<file path="config.mk">
export PLATFORM = sky130hd
export DESIGN_NAME = axi_m_arbiter
export DESIGN_NICKNAME = d
export VERILOG_FILES = /design/src/rtl/axi_m_arbiter.sv
export SDC_FILE = /design/constraint.sdc
export NUM_CORES = 1
export LEC_CHECK = 0
export CAP_MARGIN = 20
export CORE_AREA = 2 2 292 294
export DETAILED_ROUTE_END_ITERATION = 8
export DIE_AREA = 0 0 294 296
export PLACE_DENSITY = 0.55
export SLEW_MARGIN = 0
export SYNTH_ARGS = -nofsm -noshare
export SYNTH_HDL_FRONTEND = slang
export SYNTH_SLANG_ARGS = --single-unit
</file>
<file path="constraint.sdc">
create_clock -name M_AXI_ACLK -period 1.9 [get_ports M_AXI_ACLK]
set_input_delay 0.38 -clock M_AXI_ACLK [delete_from_list [all_inputs] [get_ports M_AXI_ACLK]]
set_output_delay 0.38 -clock M_AXI_ACLK [all_outputs]
set_load 0.01 [all_outputs]
</file>
<file path="src/rtl/axi_m_arbiter.sv">
// Shares one AXI master between the I-cache and D-cache: one line transaction in flight,
// registered outputs, round-robin or DC-priority arbitration.
module axi_m_arbiter #(
   parameter int PRIO_MODE  = 0,
   parameter int LINE_BYTES = 16
) (
   input  logic         M_AXI_ACLK,
   input  logic         M_AXI_ARESETN,
   input  logic         ic_req_i,
   input  logic [31:0]  ic_addr_i,
   output logic [127:0] ic_rdata_o,
   output logic         ic_done_o,
   input  logic         dc_req_i,
   input  logic         dc_rw_i,
   input  logic [31:0]  dc_addr_i,
   input  logic [127:0] dc_wdata_i,
   output logic [127:0] dc_rdata_o,
   output logic         dc_done_o,
   output logic         arb_valid_req_o,
   output logic         arb_rw_o,
   output logic [31:0]  arb_addr_o,
   output logic [127:0] arb_data_o,
   input  logic [127:0] axi_data_i,
   input  logic         axi_rd_over_i,
   input  logic         axi_wr_over_i,
   output logic         busy_o,
   output logic         owner_o
);

   localparam logic [31:0] LINE_MASK = ~(32'(LINE_BYTES) - 32'd1);

   typedef enum logic [1:0] {
      ST_IDLE,
      ST_ISSUE,
      ST_WAIT,
      ST_DONE
   } state_t;

   state_t        state_reg, state_next;
   logic          valid_reg, valid_next;
   logic          rw_reg, rw_next;
   logic [31:0]   addr_reg, addr_next;
   logic [127:0]  data_reg, data_next;
   logic          ic_done_reg, ic_done_next;
   logic          dc_done_reg, dc_done_next;
   logic          busy_reg, busy_next;
   logic          owner_reg, owner_next;
   logic          favour_dc_reg, favour_dc_next;
   logic          grant_dc;
   logic [1:0]    rd_capture;
   logic [1:0][127:0] rdata_all;

   // With round-robin, DC wins a tie only when IC was served last.
   always_comb begin
      if (PRIO_MODE == 1)
         grant_dc = dc_req_i;
      else
         grant_dc = dc_req_i & (~ic_req_i | favour_dc_reg);
   end

   always_ff @(posedge M_AXI_ACLK or negedge M_AXI_ARESETN) begin
      if (!M_AXI_ARESETN) begin
         state_reg     <= ST_IDLE;
         valid_reg     <= 1'b0;
         rw_reg        <= 1'b0;
         addr_reg      <= '0;
         data_reg      <= '0;
         ic_done_reg   <= 1'b0;
         dc_done_reg   <= 1'b0;
         busy_reg      <= 1'b0;
         owner_reg     <= 1'b0;
         favour_dc_reg <= 1'b0;
      end else begin
         state_reg     <= state_next;
         valid_reg     <= valid_next;
         rw_reg        <= rw_next;
         addr_reg      <= addr_next;
         data_reg      <= data_next;
         ic_done_reg   <= ic_done_next;
         dc_done_reg   <= dc_done_next;
         busy_reg      <= busy_next;
         owner_reg     <= owner_next;
         favour_dc_reg <= favour_dc_next;
      end
   end

   always_comb begin
      state_next     = state_reg;
      valid_next     = 1'b0;
      rw_next        = rw_reg;
      addr_next      = addr_reg;
      data_next      = data_reg;
      ic_done_next   = 1'b0;
      dc_done_next   = 1'b0;
      owner_next     = owner_reg;
      favour_dc_next = favour_dc_reg;
      rd_capture     = 2'b00;

      case (state_reg)
         ST_IDLE: begin
            if (ic_req_i || dc_req_i) begin
               owner_next = grant_dc;
               rw_next    = grant_dc ? dc_rw_i : 1'b1;
               addr_next  = (grant_dc ? dc_addr_i : ic_addr_i) & LINE_MASK;
               data_next  = grant_dc ? dc_wdata_i : '0;
               valid_next = 1'b1;
               state_next = ST_ISSUE;
            end
         end
         ST_ISSUE: begin
            state_next = ST_WAIT;
         end
         ST_WAIT: begin
            // Only the over pulse matching the latched direction completes the transaction.
            if ((rw_reg && axi_rd_over_i) || (!rw_reg && axi_wr_over_i)) begin
               state_next   = ST_DONE;
               ic_done_next = ~owner_reg;
               dc_done_next = owner_reg;
               if (rw_reg)
                  rd_capture[owner_reg] = 1'b1;
            end
         end
         ST_DONE: begin
            favour_dc_next = ~owner_reg;
            state_next     = ST_IDLE;
         end
         default: begin
            state_next = ST_IDLE;
         end
      endcase

      busy_next = (state_next != ST_IDLE);
   end

   // One line register per requester; index 0 is IC, 1 is DC.
   genvar gi;
   generate
      for (gi = 0; gi < 2; gi++) begin : g_rdata
         logic [127:0] rdata_reg;
         always_ff @(posedge M_AXI_ACLK or negedge M_AXI_ARESETN) begin
            if (!M_AXI_ARESETN)
               rdata_reg <= '0;
            else if (rd_capture[gi])
               rdata_reg <= axi_data_i;
         end
         assign rdata_all[gi] = rdata_reg;
      end
   endgenerate

   assign arb_valid_req_o = valid_reg;
   assign arb_rw_o        = rw_reg;
   assign arb_addr_o      = addr_reg;
   assign arb_data_o      = data_reg;
   assign ic_done_o       = ic_done_reg;
   assign dc_done_o       = dc_done_reg;
   assign ic_rdata_o      = rdata_all[0];
   assign dc_rdata_o      = rdata_all[1];
   assign busy_o          = busy_reg;
   assign owner_o         = owner_reg;

endmodule

</file>
## Word level (Yosys, flattened, before mapping)

Cells that the tools add are included.

- Register bits after elaboration: 421
- Bits of input ports: 327
- Output and inout port bits: 422
- Logic and storage cells: 47

- Order comparisons: 2
- Equality and inequality tests: 3
- Multiplexer cells: 17
- Bitwise gates (word level): 4
- Reduce and logical (&&, ||, !) cells: 9

Operator list:

| kind | number |
|---|---|
| 2-to-1 mux 128 bit | 1 |
| 2-to-1 mux 32 bit | 1 |
| 2-to-1 mux 2 bit | 5 |
| 2-to-1 mux 1 bit | 8 |
| one-hot mux 2 bit (4 select lines) | 1 |
| equality test 2 bit (second input constant) | 2 |
| logical AND 1 bit | 3 |
| equality test 2 x 1 -> 1 bit (second input constant) | 1 |
| zero test 2 bit | 1 |
| logical OR 1 bit | 2 |
| < comparator 1 x 2 -> 1 bit (second input constant) | 1 |
| NOT 1 bit | 2 |
| AND reduction 2 bit | 1 |
| nonzero test 2 bit | 1 |
| bitwise AND 1 bit | 1 |
| demux 1 bit (select 1 bit) | 1 |
| greater-or-equal comparator 1 bit (second input constant) | 1 |
| zero test 1 bit | 1 |
| bitwise OR 1 bit | 1 |

## Logic depth before layout (Yosys ltp)

- Word-level depth: 7
- Gate-level depth with buffers: 7
- Gate-level depth less buffers: 6

## Worst setup path before layout

OpenSTA, ideal clock, no wires.

- Kind: register -> register
- Start: reg state_reg[0]
- End: reg g_rdata[1].rdata_reg[107] (netlist: dc_rdata_o[107])
- Library setup time: 0.125 ns
- Arrival: 1.541 ns
- Required time: 1.775 ns
- Slack: 0.234 ns
- Stages on the path, launching flop included: 7
- Path buffers: 2
- Clock period less this slack: 1.666 ns
- Path through: dfrtp_1 inv_1 ha_1 nand4_1 buf_2 buf_2 mux2_2

- Cells in the longest elaborated chain, start to end: 2

RTL lines:

| element | RTL line | RTL |
|---|---|---|
| start, declared | 39 | `state_t state_reg, state_next;` |
| start signal, assigned | 74 | `state_reg <= state_next;` |
| equality test 2 bit | 99 | `case (state_reg)` |
| 2-to-1 mux 2 bit | 99 |  |
| end signal, assigned | 144 | `rdata_reg <= axi_data_i;` |
| end, declared | 139 | `logic [127:0] rdata_reg;` |

No other way between the ends.
A chain may end at the register's enable or synchronous reset.

## Worst setup path after layout

- Start: reg data_reg[53] (netlist: arb_data_o[53])
- End: out arb_data_o[53]

RTL lines:

| element | RTL line | RTL |
|---|---|---|
| start, declared | 43 | `logic [127:0] data_reg, data_next;` |
| start signal, assigned | 78 | `data_reg <= data_next;` |
| end, declared | 22 | `output logic [127:0] arb_data_o,` |

No word-level cell between the ends.

==> summary.md <==
| Metric | Value |
|---|---|
| Status | `complete, no violations` |
| Synth Area per Inst | `15.44 um^2` |
| Routed vias/inst | `4.070` |
| Sw Pwr | `14.53 mW` |
| Yosys cell types | `29` |
| Slowest CP cell | `clkdlybuf4s50_1` |
| Critical path's largest stage delay | `0.55 ns` |
| Finished Layout Cells | `2960` |
| Synth area leader | `dfrtp_1` |
| Root Driver | `clkbuf_16` |
| Worst EP required | `1.52 ns` |
| Vias in the first global route | `13022` |
| Placed cell count | `2871` |
| DIE HEIGHT | `296 um` |
| Core Area | `84210 um^2` |
| Sequential area share after synthesis | `0.6662` |
| Max Clk Rate | `539.7 MHz` |
| Fin. Hold Viols | `0` |
| FF/Latch Area | `10540 um^2` |
| Worst IR drop on VDD | `0.6730 mV` |
| Initial DRT Pass Iterations | `4` |
| Switching share of total power | `0.3293` |
| Critical path capture point type | `primary output` |
| Final ANT Viol Nets | `0` |
| Latest clock arrival within the worst-skew pair | `0.58 ns` |
| IO Count | `749` |
| Mapped Cells | `1024` |
| WP buf/inv | `1` |
| Fillers | `8405` |
| Top post-synthesis cells by area | `dfrtp_1, mux2_2, a22o_1` |
| MaxCap Viol Count | `0` |
| R2r worst-path depth | `6` |
| Crit path kind | `reg -> out` |
| Horiz. Die Dim | `294 um` |
| Wire length per cell | `19.01 um` |
| Critical-path maximum fanout | `2` |
| Largest net degree at the start of global routing | `76` |
| Gr usage total | `0.1230` |
| First-pass GRT wire length | `82140 um` |
| R2r setup slk | `0.13 ns` |
| Layout cells sized above 1 | `0.2297` |
| # setup viols final | `0` |
| Comb pwr share | `0.423` |
| Worst Skew | `0.01552 ns` |
| Drt drc | `0` |
| Total grt overflow | `0` |
| Int Power | `29.60 mW` |
| Critical Path Source Type | `flip-flop` |
| Crit-path cells | `clkdlybuf4s50_1` |
| Nets | `2164` |
| Minimum clock period after layout | `1.853 ns` |
| Total power density per cell area | `1658 nW/um^2` |
| Area delta synth->final | `68.29%` |
| Hold Slack | `0.2597 ns` |
| Yosys warnings | `0` |
| Share of the synthesized area in the top cell type | `0.6662` |
| Total die area | `87020 um^2` |
| Total Wirelength | `56270 um` |
| Buffer count from post-CTS setup fixing | `0` |
| Post-Place Worst Slack | `-0.07614 ns` |
| H-Tree Depth | `2` |
| Gpl congestion | `0.9212` |
| Reg2Reg Capture Point | `ic_rdata_o[19]$_DFFE_PN0P_` |
| Seq pwr share | `0.361` |
| Standard-cell rows | `107` |
| Sink Count | `421` |
| CTS Buffer Depth | `3` |
| Starting density of the core | `0.1878` |
| Hold/Removal Path Class | `in -> async` |
| RSZ-0062 raised after global routing | `false` |
| LEAKAGE | `13.09 nW` |
| Reg2reg start | `state_reg[0]$_DFF_PN0_` |
| Slew Limit Fails | `0` |
| Worst slew margin | `0.6647` |
| Port-buffer cells | `736` |
| Area of the multi-input gates | `4770 um^2` |
| Final worst slack | `0.04700 ns` |
| Initial DRC Count | `385` |
| Mapped cell area | `15810 um^2` |
| Clock-pin slew on the worst setup and hold paths | `0.06 ns` |
| Clock network fraction of design power | `0.217` |
| Post-synthesis register bit count | `421` |
| CTS Buf Count | `49` |
| Family with the most delay on the worst path | `buffers and inverters` |
| Initial antenna violation count | `1` |
| Final HPWL from detailed placement | `43220 um` |
| Actual slew at the worst max-slew pin | `0.5029 ns` |
| Crit path arrival time | `1.47 ns` |
| Detailed-route via count | `12046` |
| Crit share post-route | `0.9753` |
| CTS tree | `yes` |
-- synth_stat cells, drive strengths merged --
cell    number
a21oi       29
nand2        3
a211oi       1
nand4b       1
and3         1
dfrtp      421
nand4        1
nor3b        1
o21ai       29
mux2i        1
o22a         1
nor4b        1
conb         1
nand2b       1
inv          4
a22o       128
or2          1
clkbuf      12
nand3        1
ha           4
nor2        32
buf         65
mux2       256
a31oi       28
nor2b        1
-- power groups by stage --
stage,combinational [mW],clock (mW),sequential [mW]
after floorplan,6.31,0,17.9
after global placement,21.0,0,16.0
after detailed placement,21.2,0,16.2
after CTS,19.3,9.89,16.0
after global routing,20.0,10.3,16.5
final,18.7,9.55,15.9
-- area by class of cell --
type                    count  share of cell area
diodes                      2           0.0001881
clock buffers              76             0.05477
clock inverters            10            0.006159
inverters                   4           0.0005642
multi-input cells         525              0.1792
flip-flops and latches    421              0.3960
well taps                1090             0.05125
repair buffers            832              0.3119
-- logic make-up (layout without fill, tap and decap cells) --
| kind of cell | count (synthesis) | in the layout | synth area share |
|---|---|---|---|
| AOI/OAI and AO/OA | 216 | 216 | 0.1014 |
| adders and majority gates | 4 | 4 | 0.003165 |
| buffers and inverters | 81 | 922 | 0.03394 |
| DFF | 421 | 421 | 0.6662 |
| muxes | 257 | 257 | 0.1829 |
| other | 1 | 6 | 0.0002371 |
| and+or+nand+nor | 44 | 44 | 0.01219 |
-- per-layer routing --
metal | GRT usage | vias to the layer above | part of all wire
met5 | 0 | - | 0
met4 | 0.04816 | 0 | 0.036
met3 | 0.03605 | 98 | 0.077
met2 | 0.2185 | 521 | 0.51
met1 | 0.1384 | 6058 | 0.38
li1 | - | 5369 | -
-- timing repair --
item	4_1_cts	5_1_grt
setup endpoints to repair	262	113
resized for setup	264	113
pin swaps	0	0
endpoints found under the hold margin	86	0
hold buffers	1	0
-- worst max-delay path by stage --
| stage | startpoint | to | depth (start not counted) |
|---|---|---|---|
| final | arb_data_o[53]$_DFFE_PN0P_ | arb_data_o[53] | 1 |
| after global routing | dc_rdata_o[118]$_DFFE_PN0P_ | dc_rdata_o[118] | 1 |
| after CTS | ic_rdata_o[78]$_DFFE_PN0P_ | ic_rdata_o[78] | 1 |
| after detailed placement | axi_rd_over_i | ic_rdata_o[19]$_DFFE_PN0P_ | 5 |
| after global placement | dc_req_i | arb_addr_o[10]$_DFFE_PN0P_ | 6 |
| after floorplan | state_reg[0]$_DFF_PN0_ | dc_rdata_o[107]$_DFFE_PN0P_ | 6 |
-- cell usage in the layout, fill, tap and decap left out, types with 13 or more instances in the layout --
cell type / synthesis / layout
mux2_2: 256 / 256
buf_4: 5 / 75
buf_12: 0 / 20
clkbuf_1: 11 / 14
clkdlybuf4s50_1: 0 / 360
dlygate4sd2_1: 0 / 262
a21oi_1: 29 / 29
dlymetal6s2s_1: 0 / 113
dfrtp_1: 421 / 419
nor2_1: 32 / 32
clkbuf_16: 0 / 49
a31oi_1: 28 / 28
o21ai_0: 25 / 25
a22o_1: 128 / 128
clkbuf_8: 0 / 13
-- stage by stage --
| step | area [um^2] | utilization | setup TNS [ns] | total power [mW] |
|---|---|---|---|---|
| finish | 26610 | 0.3160 | 0 | 44.13 |
| global placement | 25020 | 0.2971 | -2.738 | 37.00 |
| global route | 26610 | 0.3160 | 0 | 46.74 |
| floorplan | 15830 | - | 0 | 24.17 |
| detailed placement | 25020 | 0.2971 | -5.754 | 37.33 |
| CTS | 26330 | 0.3126 | 0 | 45.19 |
Power figures use the tool's default switching activity.
